--- config.mk ---
export PLATFORM = sky130hd
export DESIGN_NAME = sysref_lmfc_align_flat
export DESIGN_NICKNAME = d
export VERILOG_FILES = /design/src/rtl/sysref_lmfc_align_pkg.sv /design/src/rtl/sysref_lmfc_align_if.sv /design/src/rtl/sysref_lmfc_align_edge_det.sv /design/src/rtl/sysref_lmfc_align.sv /design/src/flat_wrapper.sv
export SDC_FILE = /design/constraint.sdc
export NUM_CORES = 1
export LEC_CHECK = 0
export CORE_MARGIN = 2
export CORE_UTILIZATION = 45
export CTS_BUF_LIST = sky130_fd_sc_hd__clkbuf_4
export DETAILED_ROUTE_END_ITERATION = 10
export PLACE_DENSITY_LB_ADDON = 0.05
export SLEW_MARGIN = 20
export SYNTH_ARGS = -nofsm -noshare
export SYNTH_HDL_FRONTEND = slang
export SYNTH_SLANG_ARGS = --single-unit
--- constraint.sdc ---
create_clock -name clock -period 4.45 [get_ports clock]
set_input_delay 0.89 -clock clock [delete_from_list [all_inputs] [get_ports clock]]
set_output_delay 0.89 -clock clock [all_outputs]
set_load 0.02 [all_outputs]
--- src/rtl/sysref_lmfc_align_pkg.sv ---
// Shared widths, state encoding and LMFC period helper for the SYSREF/LMFC alignment block.
package jesd_lmfc_pkg;

  localparam int LMFC_W = 9;
  localparam int ERR_W  = 8;
  localparam int MISS_W = 4;

  typedef enum logic {
    IDLE    = 1'b0,
    ALIGNED = 1'b1
  } lmfc_state_e;

  // Four octets per link clock, so one multiframe spans K*F/4 clocks.
  function automatic int lmfc_period(input int k, input int f);
    return (k * f) / 4;
  endfunction

endpackage

--- src/rtl/sysref_lmfc_align_if.sv ---
// Control inputs and LMFC/status outputs exchanged between the link layer/CSR side and the aligner.
interface sysref_lmfc_align_if;
  import jesd_lmfc_pkg::*;

  logic              sysref;
  logic              realign_en;
  logic              clr_err;
  logic [LMFC_W-1:0] lmfc_cnt;
  logic              lmfc_pulse;
  logic              aligned;
  logic              sysref_err;
  logic [ERR_W-1:0]  err_cnt;

  modport master (
    output sysref, realign_en, clr_err,
    input  lmfc_cnt, lmfc_pulse, aligned, sysref_err, err_cnt
  );

  modport slave (
    input  sysref, realign_en, clr_err,
    output lmfc_cnt, lmfc_pulse, aligned, sysref_err, err_cnt
  );

endinterface

--- src/rtl/sysref_lmfc_align_edge_det.sv ---
// SYSREF rising-edge detector; the history register resets high so a SYSREF
// already asserted when reset releases is not mistaken for an edge.
module sysref_edge_det (
  input  logic clock,
  input  logic rst_n,
  input  logic sysref_i,
  output logic edge_o
);

  logic sysref_q;

  always_ff @(posedge clock or negedge rst_n) begin
    if (!rst_n) begin
      sysref_q <= 1'b1;
    end else begin
      sysref_q <= sysref_i;
    end
  end

  assign edge_o = sysref_i & ~sysref_q;

endmodule

--- src/rtl/sysref_lmfc_align.sv ---
// Aligns a local LMFC counter to the first SYSREF edge, checks later edges against the LMFC
// boundary, and reports alignment status and misaligned-edge statistics. All outputs registered.
module sysref_lmfc_align
  import jesd_lmfc_pkg::*;
#(
  parameter int F          = 4,
  parameter int K          = 32,
  parameter int ERR_THRESH = 3
) (
  input  logic                 clock,
  input  logic                 rst_n,
  sysref_lmfc_align_if.slave   lmfc_if
);

  localparam int P = lmfc_period(K, F);
  localparam logic [LMFC_W-1:0] P_M1   = LMFC_W'(P - 1);
  localparam logic [MISS_W:0]   THRESH = (MISS_W + 1)'(ERR_THRESH);

  if (P < 2 || P > 512) begin : g_bad_period
    $error("sysref_lmfc_align: LMFC period K*F/4 must lie in 2..512");
  end
  if (ERR_THRESH < 1 || ERR_THRESH > 15) begin : g_bad_thresh
    $error("sysref_lmfc_align: ERR_THRESH must lie in 1..15");
  end

  logic edge_det;

  sysref_edge_det u_edge_det (
    .clock    (clock),
    .rst_n    (rst_n),
    .sysref_i (lmfc_if.sysref),
    .edge_o   (edge_det)
  );

  lmfc_state_e       state_q, state_d;
  logic [LMFC_W-1:0] lmfc_cnt_q, lmfc_cnt_d;
  logic              lmfc_pulse_q, lmfc_pulse_d;
  logic              aligned_q, aligned_d;
  logic              sysref_err_q, sysref_err_d;
  logic [ERR_W-1:0]  err_cnt_q, err_cnt_d;
  logic [MISS_W-1:0] miss_q, miss_d;

  logic [LMFC_W-1:0] cnt_next;
  logic [MISS_W:0]   miss_inc;

  always_ff @(posedge clock or negedge rst_n) begin
    if (!rst_n) begin
      state_q      <= IDLE;
      lmfc_cnt_q   <= '0;
      lmfc_pulse_q <= 1'b0;
      aligned_q    <= 1'b0;
      sysref_err_q <= 1'b0;
      err_cnt_q    <= '0;
      miss_q       <= '0;
    end else begin
      state_q      <= state_d;
      lmfc_cnt_q   <= lmfc_cnt_d;
      lmfc_pulse_q <= lmfc_pulse_d;
      aligned_q    <= aligned_d;
      sysref_err_q <= sysref_err_d;
      err_cnt_q    <= err_cnt_d;
      miss_q       <= miss_d;
    end
  end

  always_comb begin
    state_d      = state_q;
    lmfc_cnt_d   = lmfc_cnt_q;
    sysref_err_d = 1'b0;
    err_cnt_d    = err_cnt_q;
    miss_d       = miss_q;
    cnt_next     = (lmfc_cnt_q == P_M1) ? '0 : lmfc_cnt_q + LMFC_W'(1);
    miss_inc     = {1'b0, miss_q} + (MISS_W + 1)'(1);

    case (state_q)
      IDLE: begin
        lmfc_cnt_d = '0;
        if (edge_det) begin
          state_d = ALIGNED;
        end
      end
      ALIGNED: begin
        lmfc_cnt_d = cnt_next;
        if (edge_det) begin
          if (lmfc_cnt_q == P_M1) begin
            miss_d = '0;
          end else begin
            sysref_err_d = 1'b1;
            if (err_cnt_q != '1) begin
              err_cnt_d = err_cnt_q + ERR_W'(1);
            end
            if (lmfc_if.realign_en) begin
              lmfc_cnt_d = '0;
              miss_d     = '0;
            end else if (miss_inc >= THRESH) begin
              state_d    = IDLE;
              lmfc_cnt_d = '0;
              miss_d     = '0;
            end else begin
              miss_d = miss_inc[MISS_W-1:0];
            end
          end
        end
      end
      default: begin
        state_d    = IDLE;
        lmfc_cnt_d = '0;
      end
    endcase

    // Clear overrides the counters only; the drop decision above already used the old miss count.
    if (lmfc_if.clr_err) begin
      err_cnt_d = '0;
      miss_d    = '0;
    end

    aligned_d    = (state_d == ALIGNED);
    lmfc_pulse_d = (state_d == ALIGNED) && (lmfc_cnt_d == '0);
  end

  assign lmfc_if.lmfc_cnt   = lmfc_cnt_q;
  assign lmfc_if.lmfc_pulse = lmfc_pulse_q;
  assign lmfc_if.aligned    = aligned_q;
  assign lmfc_if.sysref_err = sysref_err_q;
  assign lmfc_if.err_cnt    = err_cnt_q;

endmodule

--- src/flat_wrapper.sv ---
// flat-port wrapper written by rule: the top's interface ports become plain ports
module sysref_lmfc_align_flat import jesd_lmfc_pkg::*;
#(
  parameter int F          = 4,
  parameter int K          = 32,
  parameter int ERR_THRESH = 3
)
  (clock, rst_n, lmfc_if_sysref, lmfc_if_realign_en, lmfc_if_clr_err, lmfc_if_lmfc_cnt, lmfc_if_lmfc_pulse, lmfc_if_aligned, lmfc_if_sysref_err, lmfc_if_err_cnt);
  sysref_lmfc_align_if lmfc_if_i ();
  input  logic clock;
  input  logic rst_n;
  input wire logic [$bits(lmfc_if_i.sysref)-1:0] lmfc_if_sysref;
  input wire logic [$bits(lmfc_if_i.realign_en)-1:0] lmfc_if_realign_en;
  input wire logic [$bits(lmfc_if_i.clr_err)-1:0] lmfc_if_clr_err;
  output wire logic [$bits(lmfc_if_i.lmfc_cnt)-1:0] lmfc_if_lmfc_cnt;
  output wire logic [$bits(lmfc_if_i.lmfc_pulse)-1:0] lmfc_if_lmfc_pulse;
  output wire logic [$bits(lmfc_if_i.aligned)-1:0] lmfc_if_aligned;
  output wire logic [$bits(lmfc_if_i.sysref_err)-1:0] lmfc_if_sysref_err;
  output wire logic [$bits(lmfc_if_i.err_cnt)-1:0] lmfc_if_err_cnt;
  assign lmfc_if_i.sysref = lmfc_if_sysref;
  assign lmfc_if_i.realign_en = lmfc_if_realign_en;
  assign lmfc_if_i.clr_err = lmfc_if_clr_err;
  assign lmfc_if_lmfc_cnt = lmfc_if_i.lmfc_cnt;
  assign lmfc_if_lmfc_pulse = lmfc_if_i.lmfc_pulse;
  assign lmfc_if_aligned = lmfc_if_i.aligned;
  assign lmfc_if_sysref_err = lmfc_if_i.sysref_err;
  assign lmfc_if_err_cnt = lmfc_if_i.err_cnt;
  sysref_lmfc_align #(.F(F), .K(K), .ERR_THRESH(ERR_THRESH)) u_core (.clock(clock), .rst_n(rst_n), .lmfc_if(lmfc_if_i));
endmodule
==> reports/qor.txt, run 1 <==
Run status: finished clean
Clock slew at reported path FFs: 150 ps
Synthesis-to-layout area growth: 20.1%
Avg WL per Cell: 13.5 um
Critical Path AT: 1530 ps
TritonCTS Buffers: 3
Setup Buffers After CTS: 0
Fin crit share: 54.3%
Final slew viol count: 0
Port buffer count: 24
PwrDens: 358 mW/mm^2
Adder-Cell Fraction of Synth Area: 3.74%
Reg area: 627 sq um
Remaining Overflow, GRT: 0
Setup Viol. Count Final: 0
Critical-path top delay cell: clkdlybuf4s50_1
Max_cap viols: 0
Yosys reg bits: 25
Commonest non-fill, non-tap cell in the layout: nor2_1
Routability cong.: 0.732
Synth Area in XOR/XNOR: 11.1%
Multiplexer share of the synthesized area: 0.748%
# hold bufs at CTS: 0
Minimum clock period: 2420 ps
Seq/Total Area, Yosys: 46.8%
Met2 Resource Use GR: 28.7%
Setup TNS: 0 ps
Total Wirelength: 2.60 mm
Post-DR vias/cell: 5.34
Fmax: 414 MHz
Main combinational cell family by area after synthesis: simple AND/OR/NAND/NOR gates
Global-route wire length before repair: 4.45 mm
Pin count of the biggest net entering global routing: 26
Die H: 58.5 um
CP Max Fanout: 8
CTS tree: yes
Final core occ: 57.8%
Warnings, synthesis: 0
Global route hottest layer: met2
Slew @ Worst Pin: 626 ps
Initial Util: 48.1%
Layout Nets: 171
Compound-Gate Fraction of Synth Area: 6.45%
Detail Route Antenna Nets: 0
Vias: 1026
Slew headroom: 58.1%
Total track usage: 16.7%
Skew-Pair Late Insertion Delay: 320 ps
CP bufs+invs: 1
Crit path launch type: flop
I/O Pins: 25
GR Layer Usage met1: 22.5%
Clk_skew: 14.9 ps
Root Driver: clkbuf_4
Met3 global-route usage: 1.98%
Leak: 0.707 nW
Most frequent cells in the layout: 25 x nor2_1, 24 x dfrtp_1, 23 x clkdlybuf4s50_1
Worst path top cell family by delay: buffers and inverters
Final hold vios: 0
Core ar.: 0.00278 sq mm
Clock sink count: 25
Synth Net Count: 147
Worst setup EP type: output port
Simple-Gate Fraction of Synth Area: 26.7%
Die area: 0.00343 sq mm
Area occupied by multi-input gates: 653 sq um
CP Cell Sequence: clkdlybuf4s50_1
Worst ir drop on vdd: 289 uV
Initial antenna violation count: 0
Slowest stage delay, CP: 660 ps
Share of cells above drive strength 1: 8.70%
Router iterations before antenna repair: 5
Htree depth: 1
Synth unique cells: 37
Die width: 58.5 um
Initial drt markers: 23
Row count: 19
Number of diodes: 0
Post-CTS resize count: 0
Fillers: 251
CP Class: flop to output port
WP data required: 3560 ps
Vias in the first global route: 976
DR DRC count: 0
Avg Synthesized Cell Area: 9.70 sq um
Hold WC Path Type: flop to flop
Post-DP HPWL: 1.90 mm
Max clock buf depth: 2
RSZ-0062 raised after global routing: no
Gate Count Post-Synth: 138
Post-Syn Area: 0.00134 sq mm
## where the power goes
| group | internal, mW | switching (mW) |
|---|---|---|
| clock network | 0.0336 | 0.0698 |
| registers | 0.254 | 0.0386 |
| logic | 0.0865 | 0.0926 |
## worst paths after layout
| path | from | endpoint | slack (ps) | cells past startpoint |
|---|---|---|---|---|
| hold reg to reg | u_core.miss_q[3] | u_core.miss_q[3] | 520 | 1 |
| setup reg to reg | u_core.miss_q[0] | u_core.lmfc_if.lmfc_pulse | 2460 | 7 |
| max in group asynchronous | rst_n | u_core.lmfc_if.err_cnt[5] | 3540 | 1 |
| hold / removal | u_core.miss_q[3] | u_core.miss_q[3] | 520 | 1 |
| min in group asynchronous | rst_n | u_core.miss_q[3] | 530 | 1 |
| setup / recovery | u_core.lmfc_if.lmfc_cnt[6] | lmfc_if_lmfc_cnt[6] | 2030 | 1 |
## through the flow
step | hold slack (ps) | setup slack (ps) | cells | total power [mW] | area, sq um
3_3_place_gp | 484 | 1820 | 188 | 0.475 | 1590
6_report | 522 | 2030 | 192 | 0.575 | 1610
4_1_cts | 528 | 2040 | 192 | 0.581 | 1610
5_1_grt | 556 | 1970 | 192 | 0.612 | 1610
3_5_place_dp | 490 | 1780 | 188 | 0.478 | 1580
2_1_floorplan | 454 | 2460 | 138 | 0.402 | 1340
## state kept, by name, indices dropped and copies added, names as in the netlist
| name | flops |
|---|---|
| u_core.lmfc_if.err_cnt | 8 |
| u_core.miss_q | 4 |
| u_core.lmfc_if.lmfc_pulse | 1 |
| u_core.lmfc_if.lmfc_cnt | 9 |
| u_core.lmfc_if.sysref_err | 1 |
| u_core.u_edge_det.sysref_q | 1 |
| u_core.state_q | 1 |
## synth_stat cells, drive strengths merged
cell	n	share of area [%]
nor2	25	7.0
dfrtp	24	45
nand2	14	3.9
xnor2	13	8.5
inv	7	2.0
nand3	6	2.2
a21oi	4	1.5
buf	4	2.1
ha	4	3.7
nor4	4	3.7
xor2	4	2.6
and2	3	1.4
nand4	3	1.4
a31oi	2	1.4
nor3	2	0.75
o21ai	2	0.75
or4	2	1.1
a2111oi	1	0.65
a21bo	1	0.75
and3	1	0.47
and3b	1	0.65
and4	1	0.84
clkbuf	1	0.28
dfstp	1	2.0
mux2i	1	0.75
nor2b	1	0.47
nor3b	1	0.56
nor4b	1	1.1
o211a	1	0.75
o41ai	1	0.65
or2	1	0.47
or2b	1	0.56
## logic make-up after synthesis
group	after synthesis
simple gates	67
compound gates	12
mux	1
buf+inv	12
fa+ha+maj	4
xor+xnor	17
flops	25
## layout make-up
class	instances	share of cell area (%)
Clock buffer	3	1.40
Clock inverter	1	0.311
Inverter	7	1.63
Multi-Input combinational cell	101	40.6
Sequential cell	25	39.0
Tap cell	31	2.41
Timing Repair Buffer	24	14.6
## routing by layer
metal | wire length [um] | share of wire, % | up-vias
met2 | 1270 | 49 | 14
li1 | - | - | 510
met5 | 0 | 0 | -
met4 | 18 | 0.69 | 0
met3 | 77 | 3.0 | 2
met1 | 1230 | 47 | 500
(Power assumes the default switching activity.)
==> run 2, diff against run 1 <==
- clock period: 4.45 -> 2.2 ns (I/O delays scaled with it)
==> run 2 against run 1 <==
- core utilization up 0.81 points
- hold slack got worse by 56 ps
- largest cell class unchanged
- critical path type is now flop to flop
- critical path depth increased by 5
- global-route usage rose by 0.42 points
- first-iteration DRC count fell by 30%
- sequential cell count unchanged
==> reports/qor.txt, run 2 (synthesis results as in run 1) <==
Row count: 19
Setup Viol. Count Final: 0
Critical Path AT: 2220 ps
Vias: 1021
Worst ir drop on vdd: 804 uV
RSZ-0062 raised after global routing: no
Hold WC Path Type: input pin to asynchronous set/reset pin
Fin crit share: 91.2%
Vias in the first global route: 988
Post-DR vias/cell: 5.26
Remaining Overflow, GRT: 0
WL met3: 66 um
Layout Nets: 173
Fmax: 498 MHz
I/O Pins: 25
Share of cells above drive strength 1: 9.20%
Htree depth: 1
Clock slew at reported path FFs: 150 ps
Slew headroom: 58.4%
Reg-to-Reg Start: u_core.lmfc_if.lmfc_cnt[0]
Root Driver: clkbuf_4
PwrDens: 721 mW/mm^2
CP Cell Sequence: ha_1 > and4_4 > a21bo_1 > nor4_2 > xnor2_1 > nor2_1
Setup Buffers After CTS: 0
Power Internal: 0.762 mW
Clock sink count: 25
CP Max Fanout: 11
Clk_skew: 8.15 ps
DR DRC count: 0
Top Layer Used: met4
Max_cap viols: 0
Total Wirelength: 2.65 mm
Avg WL per Cell: 13.7 um
Post-DP HPWL: 1.94 mm
M1 wire length: 1.26 mm
Final slew viol count: 0
Worst setup EP type: flop
Reg2reg setup slack: 190 ps
Max clock buf depth: 2
Reg-to-Reg End: u_core.lmfc_if.err_cnt[6]
Worst path top cell family by delay: simple AND/OR/NAND/NOR gates
Most frequent cells in the layout: 25 x nor2_1, 24 x clkdlybuf4s50_1, 24 x dfrtp_1
Max reg flops: 9
Pin count of the biggest net entering global routing: 26
Die width: 58.5 um
Router iterations before antenna repair: 4
Place WS: -14.0 ps
Core ar.: 0.00278 sq mm
Post-route worst setup slack: 193 ps
Slew @ Worst Pin: 622 ps
Final hold vios: 0
Initial Util: 48.1%
Detail Route Antenna Nets: 0
Synthesis-to-layout area growth: 21.8%
Sw Share: 35.1%
TritonCTS Buffers: 3
# hold bufs at CTS: 0
Run status: finished clean
Initial antenna violation count: 0
Critical-path top delay cell: dfrtp_1
Port buffer count: 24
Clock Power Share: 18.2%
CTS tree: yes
Hold WS: 465 ps
CP Class: flop to flop
Initial drt markers: 16
Comb pwr share: 31.4%
Slowest stage delay, CP: 460 ps
Seq pwr share: 50.4%
Crit path launch type: flop
Switch Pwr: 0.413 mW
Die area: 0.00343 sq mm
Total track usage: 17.1%
Post-CTS resize count: 0
Fillers: 267
WL met2: 1.31 mm
Die H: 58.5 um
Skew-Pair Late Insertion Delay: 320 ps
Routability cong.: 0.727
Final core occ: 58.6%
Leak: 0.713 nW
Commonest non-fill, non-tap cell in the layout: nor2_1
Global-route wire length before repair: 4.51 mm
Worst r2r path cells: 6
Number of diodes: 0
Minimum clock period: 2010 ps
WP data required: 2410 ps
CP bufs+invs: 0
## run 2: cell types whose count changed in the layout (fill, tap and decap cells not counted), sizes merged
cell	before	now
clkinv	1	0
clkinvlp	0	1
clkdlybuf4s50	23	24
buf	1	2
## run 2: worst max-delay path by stage
stage                                      endpoint  cells after the start                       start
after floorplan           u_core.lmfc_if.err_cnt[4]                      7  u_core.lmfc_if.lmfc_cnt[0]
after CTS                 u_core.lmfc_if.err_cnt[5]                      6  u_core.lmfc_if.lmfc_cnt[0]
after global routing      u_core.lmfc_if.err_cnt[6]                      6  u_core.lmfc_if.lmfc_cnt[0]
final                     u_core.lmfc_if.err_cnt[6]                      6  u_core.lmfc_if.lmfc_cnt[0]
after detailed placement  u_core.lmfc_if.err_cnt[5]                      6              lmfc_if_sysref
after global placement    u_core.lmfc_if.err_cnt[6]                      6              lmfc_if_sysref
## run 2: area by class of cell
type	count	area [sq um]	share of cell area, %
Clock inverter	1	7.51	0.460
Clock buffer	3	22.5	1.38
Timing Repair Buffer	26	255	15.7
Multi-Input combinational cell	101	653	40.1
Sequential cell	25	627	38.4
Inverter	7	26.3	1.61
Tap cell	31	38.8	2.38
## run 2: layer usage
layer / global-route usage [%] / vias to the layer above
li1: - / 517
met1: 23.1 / 490
met2: 28.4 / 12
met3: 2.20 / 2
met4: 5.98 / 0
met5: 0 / -
## run 2: stage by stage
step / setup TNS, ps / instance area [sq um] / total power, mW / std cells
2_1_floorplan: 0 / 1340 / 0.813 / 138
3_3_place_gp: 0 / 1600 / 0.955 / 190
3_5_place_dp: -21.1 / 1600 / 0.974 / 190
4_1_cts: 0 / 1630 / 1.19 / 194
5_1_grt: 0 / 1630 / 1.25 / 194
6_report: 0 / 1630 / 1.18 / 194
## run 2: worst register-to-register path: stages (launching register included)
cell	delay, ps
dfrtp_1	460
ha_1	290
and4_4	240
a21bo_1	310
nor4_2	390
xnor2_1	160
nor2_1	50
## run 2: power by group through the flow
| stage | clock network [mW] | logic, mW | registers, mW |
|---|---|---|---|
| detailed placement | 0 | 0.373 | 0.600 |
| global placement | 0 | 0.360 | 0.595 |
| floorplan | 0 | 0.174 | 0.639 |
| global route | 0.237 | 0.408 | 0.603 |
| finish | 0.214 | 0.369 | 0.592 |
| CTS | 0.227 | 0.375 | 0.593 |
